**src/rtl/ma_stage.sv**
```systemverilog
// Memory-access stage: ld/st to a req/ack data bus, WB register.
// Optional: MA_MISALIGN_TRAP_EN adds misalign_exc and traps misaligned H/W.
module ma_stage #(
  parameter int ACK_TIMEOUT = 16
) (
  input  logic        clk,
  input  logic        rst,
  input  logic        cmd_ld_ma,
  input  logic        cmd_st_ma,
  input  logic [4:0]  rd_adr_ma,
  input  logic [31:0] rd_data_ma,
  input  logic [31:0] st_data_ma,
  input  logic [2:0]  ldst_code_ma,
  input  logic        wbk_rd_reg_ma,
  input  logic        stall,
  input  logic        rst_pipe,
  output logic        dmem_req,
  output logic        dmem_we,
  output logic [29:0] dmem_adr,
  output logic [31:0] dmem_wdata,
  output logic [3:0]  dmem_be,
  input  logic        dmem_ack,
  input  logic [31:0] dmem_rdata,
  output logic        ma_stall,
  output logic        bus_err,
  output logic [4:0]  rd_adr_wb,
  output logic [31:0] wbk_data_wb,
  output logic        wbk_rd_reg_wb
`ifdef MA_MISALIGN_TRAP_EN
  ,
  output logic        misalign_exc
`endif
);

  localparam int CW = (ACK_TIMEOUT > 1) ? $clog2(ACK_TIMEOUT) : 1;

  typedef enum logic [1:0] {IDLE, BUSY, DONE, ABORT} state_t;

  state_t        r_state;
  logic [CW-1:0] r_cnt;
  logic [1:0]    r_a;
  logic [2:0]    r_code;
  logic          r_ld;
  logic          r_err;
  logic [31:0]   r_ld_data;

  logic          w_mem;
  logic [1:0]    w_a;
  logic [3:0]    w_be;
  logic [31:0]   w_wdata;
  logic [7:0]    w_byte;
  logic [15:0]   w_half;
  logic [31:0]   w_ext;
  logic          w_to;
  logic          w_done;
  logic [31:0]   w_wb_data;
  logic          w_wb_en;
  logic          w_mis;

  assign w_mem = cmd_ld_ma | cmd_st_ma;
  assign w_a   = rd_data_ma[1:0];

  // store lane alignment and byte enables
  always_comb begin
    w_be    = 4'b1111;
    w_wdata = st_data_ma;
    unique case (ldst_code_ma[1:0])
      2'b00: begin
        w_be    = 4'b0001 << w_a;
        w_wdata = {4{st_data_ma[7:0]}};
      end
      2'b01: begin
        w_be    = 4'b0011 << {w_a[1], 1'b0};
        w_wdata = {2{st_data_ma[15:0]}};
      end
      default: ;
    endcase
    if (cmd_ld_ma) begin
      w_be    = 4'b1111;
      w_wdata = 32'h0;
    end
  end

  assign w_byte = dmem_rdata[{r_a, 3'b000} +: 8];
  assign w_half = r_a[1] ? dmem_rdata[31:16]
                         : dmem_rdata[15:0];

  // load lane extraction and extension
  always_comb begin
    w_ext = dmem_rdata;
    unique case (r_code)
      3'b000:  w_ext = {{24{w_byte[7]}}, w_byte};
      3'b001:  w_ext = {{16{w_half[15]}}, w_half};
      3'b100:  w_ext = {24'h0, w_byte};
      3'b101:  w_ext = {16'h0, w_half};
      default: w_ext = dmem_rdata;
    endcase
  end

  assign w_to = (ACK_TIMEOUT != 0) && !dmem_ack &&
                (r_cnt == CW'(ACK_TIMEOUT - 1));

`ifdef MA_MISALIGN_TRAP_EN
  assign w_mis = (ldst_code_ma[1:0] == 2'b01) ? w_a[0] :
                 (ldst_code_ma[1:0] != 2'b00) ? |w_a  :
                 1'b0;
`else
  assign w_mis = 1'b0;
`endif

  assign ma_stall = !rst &&
    ((r_state == IDLE && w_mem && !rst_pipe) ||
     r_state == BUSY || r_state == ABORT);

  // memory transaction FSM with registered bus outputs
  always_ff @(posedge clk) begin
    if (rst) begin
      r_state    <= IDLE;
      r_cnt      <= '0;
      r_a        <= 2'b00;
      r_code     <= 3'b000;
      r_ld       <= 1'b0;
      r_err      <= 1'b0;
      r_ld_data  <= 32'h0;
      dmem_req   <= 1'b0;
      dmem_we    <= 1'b0;
      dmem_adr   <= 30'h0;
      dmem_wdata <= 32'h0;
      dmem_be    <= 4'h0;
      bus_err    <= 1'b0;
`ifdef MA_MISALIGN_TRAP_EN
      misalign_exc <= 1'b0;
`endif
    end else begin
      bus_err <= 1'b0;
`ifdef MA_MISALIGN_TRAP_EN
      misalign_exc <= 1'b0;
`endif
      case (r_state)
        IDLE: begin
          if (w_mem && !rst_pipe) begin
            r_a    <= w_a;
            r_code <= ldst_code_ma;
            r_ld   <= cmd_ld_ma;
            r_cnt  <= '0;
            if (w_mis) begin
              r_state   <= DONE;
              r_err     <= 1'b1;
              r_ld_data <= 32'h0;
              dmem_we   <= cmd_st_ma;
`ifdef MA_MISALIGN_TRAP_EN
              misalign_exc <= 1'b1;
`endif
            end else begin
              r_state    <= BUSY;
              r_err      <= 1'b0;
              dmem_req   <= 1'b1;
              dmem_we    <= cmd_st_ma;
              dmem_adr   <= rd_data_ma[31:2];
              dmem_be    <= w_be;
              dmem_wdata <= w_wdata;
            end
          end
        end
        BUSY: begin
          if (dmem_ack) begin
            dmem_req  <= 1'b0;
            r_ld_data <= w_ext;
            r_state   <= rst_pipe ? IDLE : DONE;
          end else if (w_to) begin
            dmem_req  <= 1'b0;
            bus_err   <= 1'b1;
            r_err     <= 1'b1;
            r_ld_data <= 32'h0;
            r_state   <= rst_pipe ? IDLE : DONE;
          end else begin
            r_cnt <= r_cnt + 1'b1;
            if (rst_pipe) r_state <= ABORT;
          end
        end
        ABORT: begin
          if (dmem_ack || w_to) begin
            dmem_req <= 1'b0;
            bus_err  <= w_to;
            r_state  <= IDLE;
          end else begin
            r_cnt <= r_cnt + 1'b1;
          end
        end
        DONE: begin
          if (rst_pipe || !stall) begin
            r_state <= IDLE;
            r_err   <= 1'b0;
          end
        end
        default: r_state <= IDLE;
      endcase
    end
  end

  assign w_done    = (r_state == DONE);
  assign w_wb_data = (w_done && r_ld) ? r_ld_data
                                      : rd_data_ma;
  assign w_wb_en   = wbk_rd_reg_ma && !cmd_st_ma &&
                     !(w_done && (r_err || dmem_we));

  // write-back pipeline register
  always_ff @(posedge clk) begin
    if (rst || rst_pipe) begin
      rd_adr_wb     <= 5'h0;
      wbk_data_wb   <= 32'h0;
      wbk_rd_reg_wb <= 1'b0;
    end else if (!stall && !ma_stall) begin
      rd_adr_wb     <= rd_adr_ma;
      wbk_data_wb   <= w_wb_data;
      wbk_rd_reg_wb <= w_wb_en;
    end
  end

endmodule

```
**config.mk**
```make
export PLATFORM = sky130hd
export DESIGN_NAME = ma_stage
export DESIGN_NICKNAME = d
export VERILOG_FILES = /design/src/rtl/ma_stage.sv
export SDC_FILE = /design/constraint.sdc
export NUM_CORES = 1
export LEC_CHECK = 0
export CAP_MARGIN = 10
export CORE_MARGIN = 2
export CORE_UTILIZATION = 35
export CTS_CLUSTER_DIAMETER = 40
export DETAILED_ROUTE_END_ITERATION = 16
export PLACE_DENSITY = 0.67
export SYNTH_ARGS = -nofsm -noshare
export SYNTH_HDL_FRONTEND = slang
export SYNTH_SLANG_ARGS = --single-unit
```
**constraint.sdc**
```tcl
create_clock -name clk -period 2.5 [get_ports clk]
set_input_delay 0.75 -clock clk [delete_from_list [all_inputs] [get_ports clk]]
set_output_delay 0.75 -clock clk [all_outputs]
set_load 0.03 [all_outputs]
```
==> impl_metrics.json, run 1 <==
{
  "gp_congestion": 0.919,
  "start_util_pct": 35.9,
  "worst_hold_slack_ps": 442,
  "drv_slew": 0,
  "core_um2": 18100,
  "cts_buffers": 17,
  "yosys-top-cells-count": "dfxtp_1, nand2_1, mux2i_1, a21oi_1, clkbuf_1",
  "cp_cell_sequence": "dlygate4sd2_1 -> or2_1 -> a21o_1 -> and2_4 -> buf_8",
  "synth.top_cells.by_area": "dfxtp_1, mux2i_1, nand2_1",
  "syn_inst": 721,
  "antenna_cells": 0,
  "arrival_ps": 1720,
  "ys_types": 48,
  "htree_num_levels": 4,
  "finalNetCount": 1049,
  "p_total_uw": 6230,
  "run_status": "complete, no violations",
  "hpwl_um": 15700,
  "relSlewSlack_pct": 28.9,
  "cts_tree": "built",
  "row_count": 49,
  "vias_per_cell": 5.36,
  "finalSetupTns_ps": 0,
  "ff2ff_setup_slack_ps": 470,
  "ys_seq_area_share_pct": 46.7,
  "grt_pass1_vias": 6051,
  "path_class": "input pin to output port",
  "clock_latency_ps": 430,
  "p_per_area_nw_per_um2": 644,
  "setup.worst_path.end_class": "output port",
  "first_pass_iters": 4,
  "crit_fanout": 2,
  "antenna_found_initial": 0,
  "start_kind": "input pin",
  "die_y_um": 140,
  "fin_skew_ps": 16.0,
  "finalHoldViolations": 0,
  "drc_errors": 0,
  "wire_per_inst_um": 18.5,
  "clk_path_buf_depth": 2,
  "yosys_warnings": 0,
  "wl_um": 21700,
  "tightestPinTransition_ps": 1060,
  "vias": 6293,
  "critPathSlowestCell": "or2_1",
  "die_x_um": 140,
  "ys_ff_latch": 152,
  "synthFlopType": "dfxtp_1",
  "synth_fp_nets": 834,
  "finalSetupViolCount": 0,
  "synth_top_area_share_pct": 46.7,
  "port_buffers": 219,
  "worstPathRequired_ps": 1750,
  "hold_class": "flop to flop",
  "syn_area_um2": 6520,
  "rsz0062_at_grt": "no",
  "fillers": 1675,
  "layout-drive-gt1-share_pct": 8.56,
  "cap_violations": 0,
  "final_util_pct": 53.3,
  "yosysMostFrequentCell": "dfxtp_1",
  "fp.dieArea_um2": 19700,
  "grt_max_degree": 52,
  "grtUsageTotal_pct": 21.9,
  "fmax_mhz": 405,
  "overflow": 0,
  "cellLeakagePower_uw": 0.00372,
  "synth_top_area_cell": "dfxtp_1",
  "peakVddDrop_mv": 0.443,
  "synth_edf_count": 0,
  "io_pins": 220,
  "postRouteAntennaNets": 0,
  "drtIter0Drc": 406,
  "synthArstFlopShare_pct": 0,
  "cts_root_buffer": "clkbuf_16",
  "path_clk_slew_ps": 60,
  "fin_crit_ps": 2470,
  "clkSinkCount": 152,
  "slowest_delay_ps": 250,
  "synthToLayoutAreaGrowth_pct": 48.5,
  "post-route-period-util_pct": 98.7,
  "setup_ws_ps": 31.8,
  "grt_first_pass_wirelength_um": 33900,
  "place_ws_ps": -189,
  "synth_area_per_cell_um2": 9.04
}
==> through the flow <==
| step | cell area [µm²] | instances |
|---|---|---|
| after global placement | 9110 | 1145 |
| after global routing | 9680 | 1175 |
| after floorplan | 6540 | 721 |
| after CTS | 9680 | 1175 |
| final | 9680 | 1175 |
| after detailed placement | 9110 | 1145 |
==> flip-flops by register name (all words and copies together), names as in the netlist <==
| register | flops |
|---|---|
| dmem_wdata | 32 |
| r_ld_data | 32 |
| wbk_data_wb | 32 |
| dmem_adr | 30 |
| rd_adr_wb | 5 |
| dmem_be | 4 |
| r_cnt | 4 |
| r_code | 3 |
| r_a | 2 |
| r_state | 2 |
| bus_err | 1 |
| dmem_req | 1 |
| dmem_we | 1 |
| r_err | 1 |
| r_ld | 1 |
| wbk_rd_reg_wb | 1 |
==> per-layer routing <==
layer,vias up,global-route usage (%),share of wire [%]
li1,3086,-,-
met1,2979,29.9,46
met2,205,34.5,46
met3,23,5.06,5.4
met4,0,6.89,1.8
met5,-,0,0
==> final timing paths <==
path | startpoint | endpoint | cells past startpoint
worst max-delay path | cmd_st_ma | ma_stall | 5
worst min-delay path | dmem_wdata[18] | dmem_wdata[18] | 2
worst max register to register | r_state[0] | r_ld_data[31] | 3
worst min register to register | dmem_wdata[18] | dmem_wdata[18] | 2
==> cell families after synthesis <==
| group | Yosys count | share of synthesized area [%] |
|---|---|---|
| compound gates | 234 | 24.9 |
| fa+ha+maj | 1 | 0.192 |
| flops | 152 | 46.7 |
| mux | 68 | 10.5 |
| simple gates | 192 | 12.7 |
| buf+inv | 74 | 4.95 |
==> what timing repair did <==
item | 4_1_cts | 5_1_grt
endpoints found under the hold margin | 0 | 0
hold buffers | 0 | 0
setup buffers | 1 | 0
pin swaps | 2 | 1
endpoints found under the setup margin | 1 | 1
gates resized for setup | 5 | 0
==> report_power, final <==
group	leakage, µW	internal, µW	switching, µW	total, µW
registers	0.00124	2540	78.4	2620
logic	0.00221	506	626	1130
clock network	0.000275	1500	985	2490
==> cell type report <==
| class | count | area [µm²] | share of cell area [%] |
|---|---|---|---|
| Clock buffer | 21 | 460 | 4.76 |
| Clock inverter | 8 | 100 | 1.03 |
| Inverter | 10 | 37.5 | 0.388 |
| Multi-Input combinational cell | 495 | 3170 | 32.7 |
| Sequential cell | 152 | 3040 | 31.4 |
| Tap cell | 229 | 287 | 2.96 |
| Timing Repair Buffer | 260 | 2580 | 26.7 |
==> worst max-delay path: cells and delay by family <==
kind                   cells  cell delay (ps)
AOI/OAI and AO/OA          1              180
buffers and inverters      2              370
and+or+nand+nor            2              420
==> layout by cell type (no fill, tap or decap), drive strengths merged, types with 2 or more instances in the layout <==
cell type / synthesis / final
a311oi: 2 / 2
a22oi: 2 / 2
dfxtp: 152 / 152
a31oi: 2 / 2
o21ai: 43 / 43
buf: 28 / 43
nor3: 7 / 7
clkdlybuf4s50: 0 / 214
a221o: 16 / 16
nor2: 23 / 23
bufinv: 0 / 2
a32o: 7 / 7
dlygate4sd2: 0 / 3
nor2b: 3 / 3
nand2: 131 / 131
nand3: 8 / 8
a22o: 9 / 9
o221ai: 7 / 7
mux2i: 66 / 66
o2111ai: 33 / 33
inv: 10 / 10
o22ai: 8 / 8
nand2b: 12 / 12
a21o: 3 / 3
and2: 2 / 2
mux2: 2 / 2
clkbuf: 36 / 21
clkinv: 0 / 5
a21oi: 62 / 62
o31ai: 32 / 32
a221oi: 2 / 2
Note: power is estimated with default switching activity, not from simulation.
==> run 2, diff against run 1 <==
Settings changed: RECOVER_POWER from default to 50.
==> impl_metrics.json, run 2 (synthesis results as in run 1) <==
{
  "run_status": "complete, no violations",
  "peakVddDrop_mv": 0.441,
  "vias": 6285,
  "reg_top3": "dmem_wdata x32, r_ld_data x32, wbk_data_wb x32",
  "worstHoldPathCells": 2,
  "wl_um": 21800,
  "grtUsageTotal_pct": 21.9,
  "core_um2": 18100,
  "grt_first_pass_wirelength_um": 33900,
  "clock_latency_ps": 430,
  "final_common_cell": "clkdlybuf4s50_1",
  "cts_tree": "built",
  "clk_path_buf_depth": 2,
  "vias_per_cell": 5.35,
  "path_clk_slew_ps": 60,
  "layout-drive-gt1-share_pct": 7.82,
  "cts_buffers": 17,
  "fin_crit_ps": 2460,
  "synthToLayoutAreaGrowth_pct": 47.2,
  "fmax_mhz": 406,
  "fin_skew_ps": 15.4,
  "fillers": 1688,
  "arrival_ps": 1710,
  "finalNetCount": 1049,
  "drv_slew": 0,
  "wire_per_inst_um": 18.5,
  "die_x_um": 140,
  "reg2reg_depth": 4,
  "ctsHoldBuffers": 0,
  "grt_max_degree": 52,
  "start_util_pct": 35.9,
  "finalHoldViolations": 0,
  "critPathTopFamily": "simple AND/OR/NAND/NOR gates",
  "cp_num_buf_inv": 2,
  "crit_fanout": 2,
  "antenna_found_initial": 0,
  "cp_cell_sequence": "dlygate4sd2_1 -> or2_1 -> a21o_1 -> and2_4 -> buf_8",
  "hold_class": "flop to flop",
  "clkSinkCount": 152,
  "finalSetupViolCount": 0,
  "htree_num_levels": 4,
  "critPathSlowestCell": "dlygate4sd2_1",
  "slowest_delay_ps": 240,
  "gp_congestion": 0.919,
  "hpwl_um": 15700,
  "rsz0062_at_grt": "no",
  "io_pins": 220,
  "row_count": 49,
  "final_util_pct": 52.9,
  "cellLeakagePower_uw": 0.00368,
  "fin_cells": 1175,
  "port_buffers": 219,
  "first_pass_iters": 5,
  "start_kind": "input pin",
  "tightestPinTransition_ps": 1070,
  "relSlewSlack_pct": 28.3,
  "antenna_cells": 0,
  "cap_violations": 0,
  "worstPathRequired_ps": 1750,
  "cts_root_buffer": "clkbuf_16",
  "postRouteAntennaNets": 0,
  "p_per_area_nw_per_um2": 647,
  "grt_pass1_vias": 6051,
  "drc_errors": 0,
  "dp_cells": 1145,
  "path_class": "input pin to output port",
  "post-route-period-util_pct": 98.6,
  "setup.worst_path.end_class": "output port",
  "path_depth": 5,
  "die_y_um": 140,
  "drtIter0Drc": 422,
  "layout_common_cells": "clkdlybuf4s50_1, dfxtp_1, nand2_1",
  "overflow": 0,
  "fp.dieArea_um2": 19700
}
## run 2: what timing repair did
item / 4_1_cts / 5_1_grt
gates cloned: 0 / 0
resized for setup: 5 / 0
setup buffers: 1 / 0
endpoints found under the setup margin: 1 / 1
pin swaps: 2 / 1
## run 2: worst paths after layout
path                  start              to  slack, ps
min          dmem_wdata[19]  dmem_wdata[19]        440
max reg2reg      r_state[0]   r_ld_data[31]        360
min reg2reg  dmem_wdata[19]  dmem_wdata[19]        440
max               cmd_st_ma        ma_stall         40
## run 2: final cells by class
cell class                      instances  area [µm²]  area share (%)
Sequential cell                       152        3040            31.7
Timing Repair Buffer                  260        2500            26.1
Multi-Input combinational cell        495        3160            33.0
Inverter                               10        37.5           0.391
Tap cell                              229         287            2.99
Clock buffer                           21         460            4.80
Clock inverter                          8         100            1.04
## run 2: power breakdown
group          switching, µW  internal (µW)  leakage, µW
sequential              79.1           2540      0.00124
clock                    985           1500     0.000275
combinational            620            485      0.00217
total                   1680           4520      0.00368
## run 2: worst reg2reg max path, delay by kind of cell, from the launching register on
kind	cells	cell delay (ps)
flops	1	520
buf+inv	2	660
compound gates	2	850
## run 2: metrics by stage
stage / cell area (µm²) / setup TNS (ps) / hold WS (ps) / worst slack, ps / total power [µW]
2_1_floorplan: 6540 / 0 / 424 / 26.5 / 3230
4_1_cts: 9680 / 0 / 448 / 20.1 / 6280
5_1_grt: 9600 / 0 / 467 / 8.49 / 6440
3_3_place_gp: 9110 / -6350 / 433 / -178 / 3790
6_report: 9600 / 0 / 444 / 35.3 / 6210
3_5_place_dp: 9110 / -7130 / 439 / -189 / 3800
## run 2: per-layer routing
metal	part of all wire (%)	routed length (µm)	global-route usage (%)
met2	46	10100	34.5
met4	1.7	367	6.89
met3	6.3	1370	5.06
met5	0	0	0
met1	46	9990	29.9
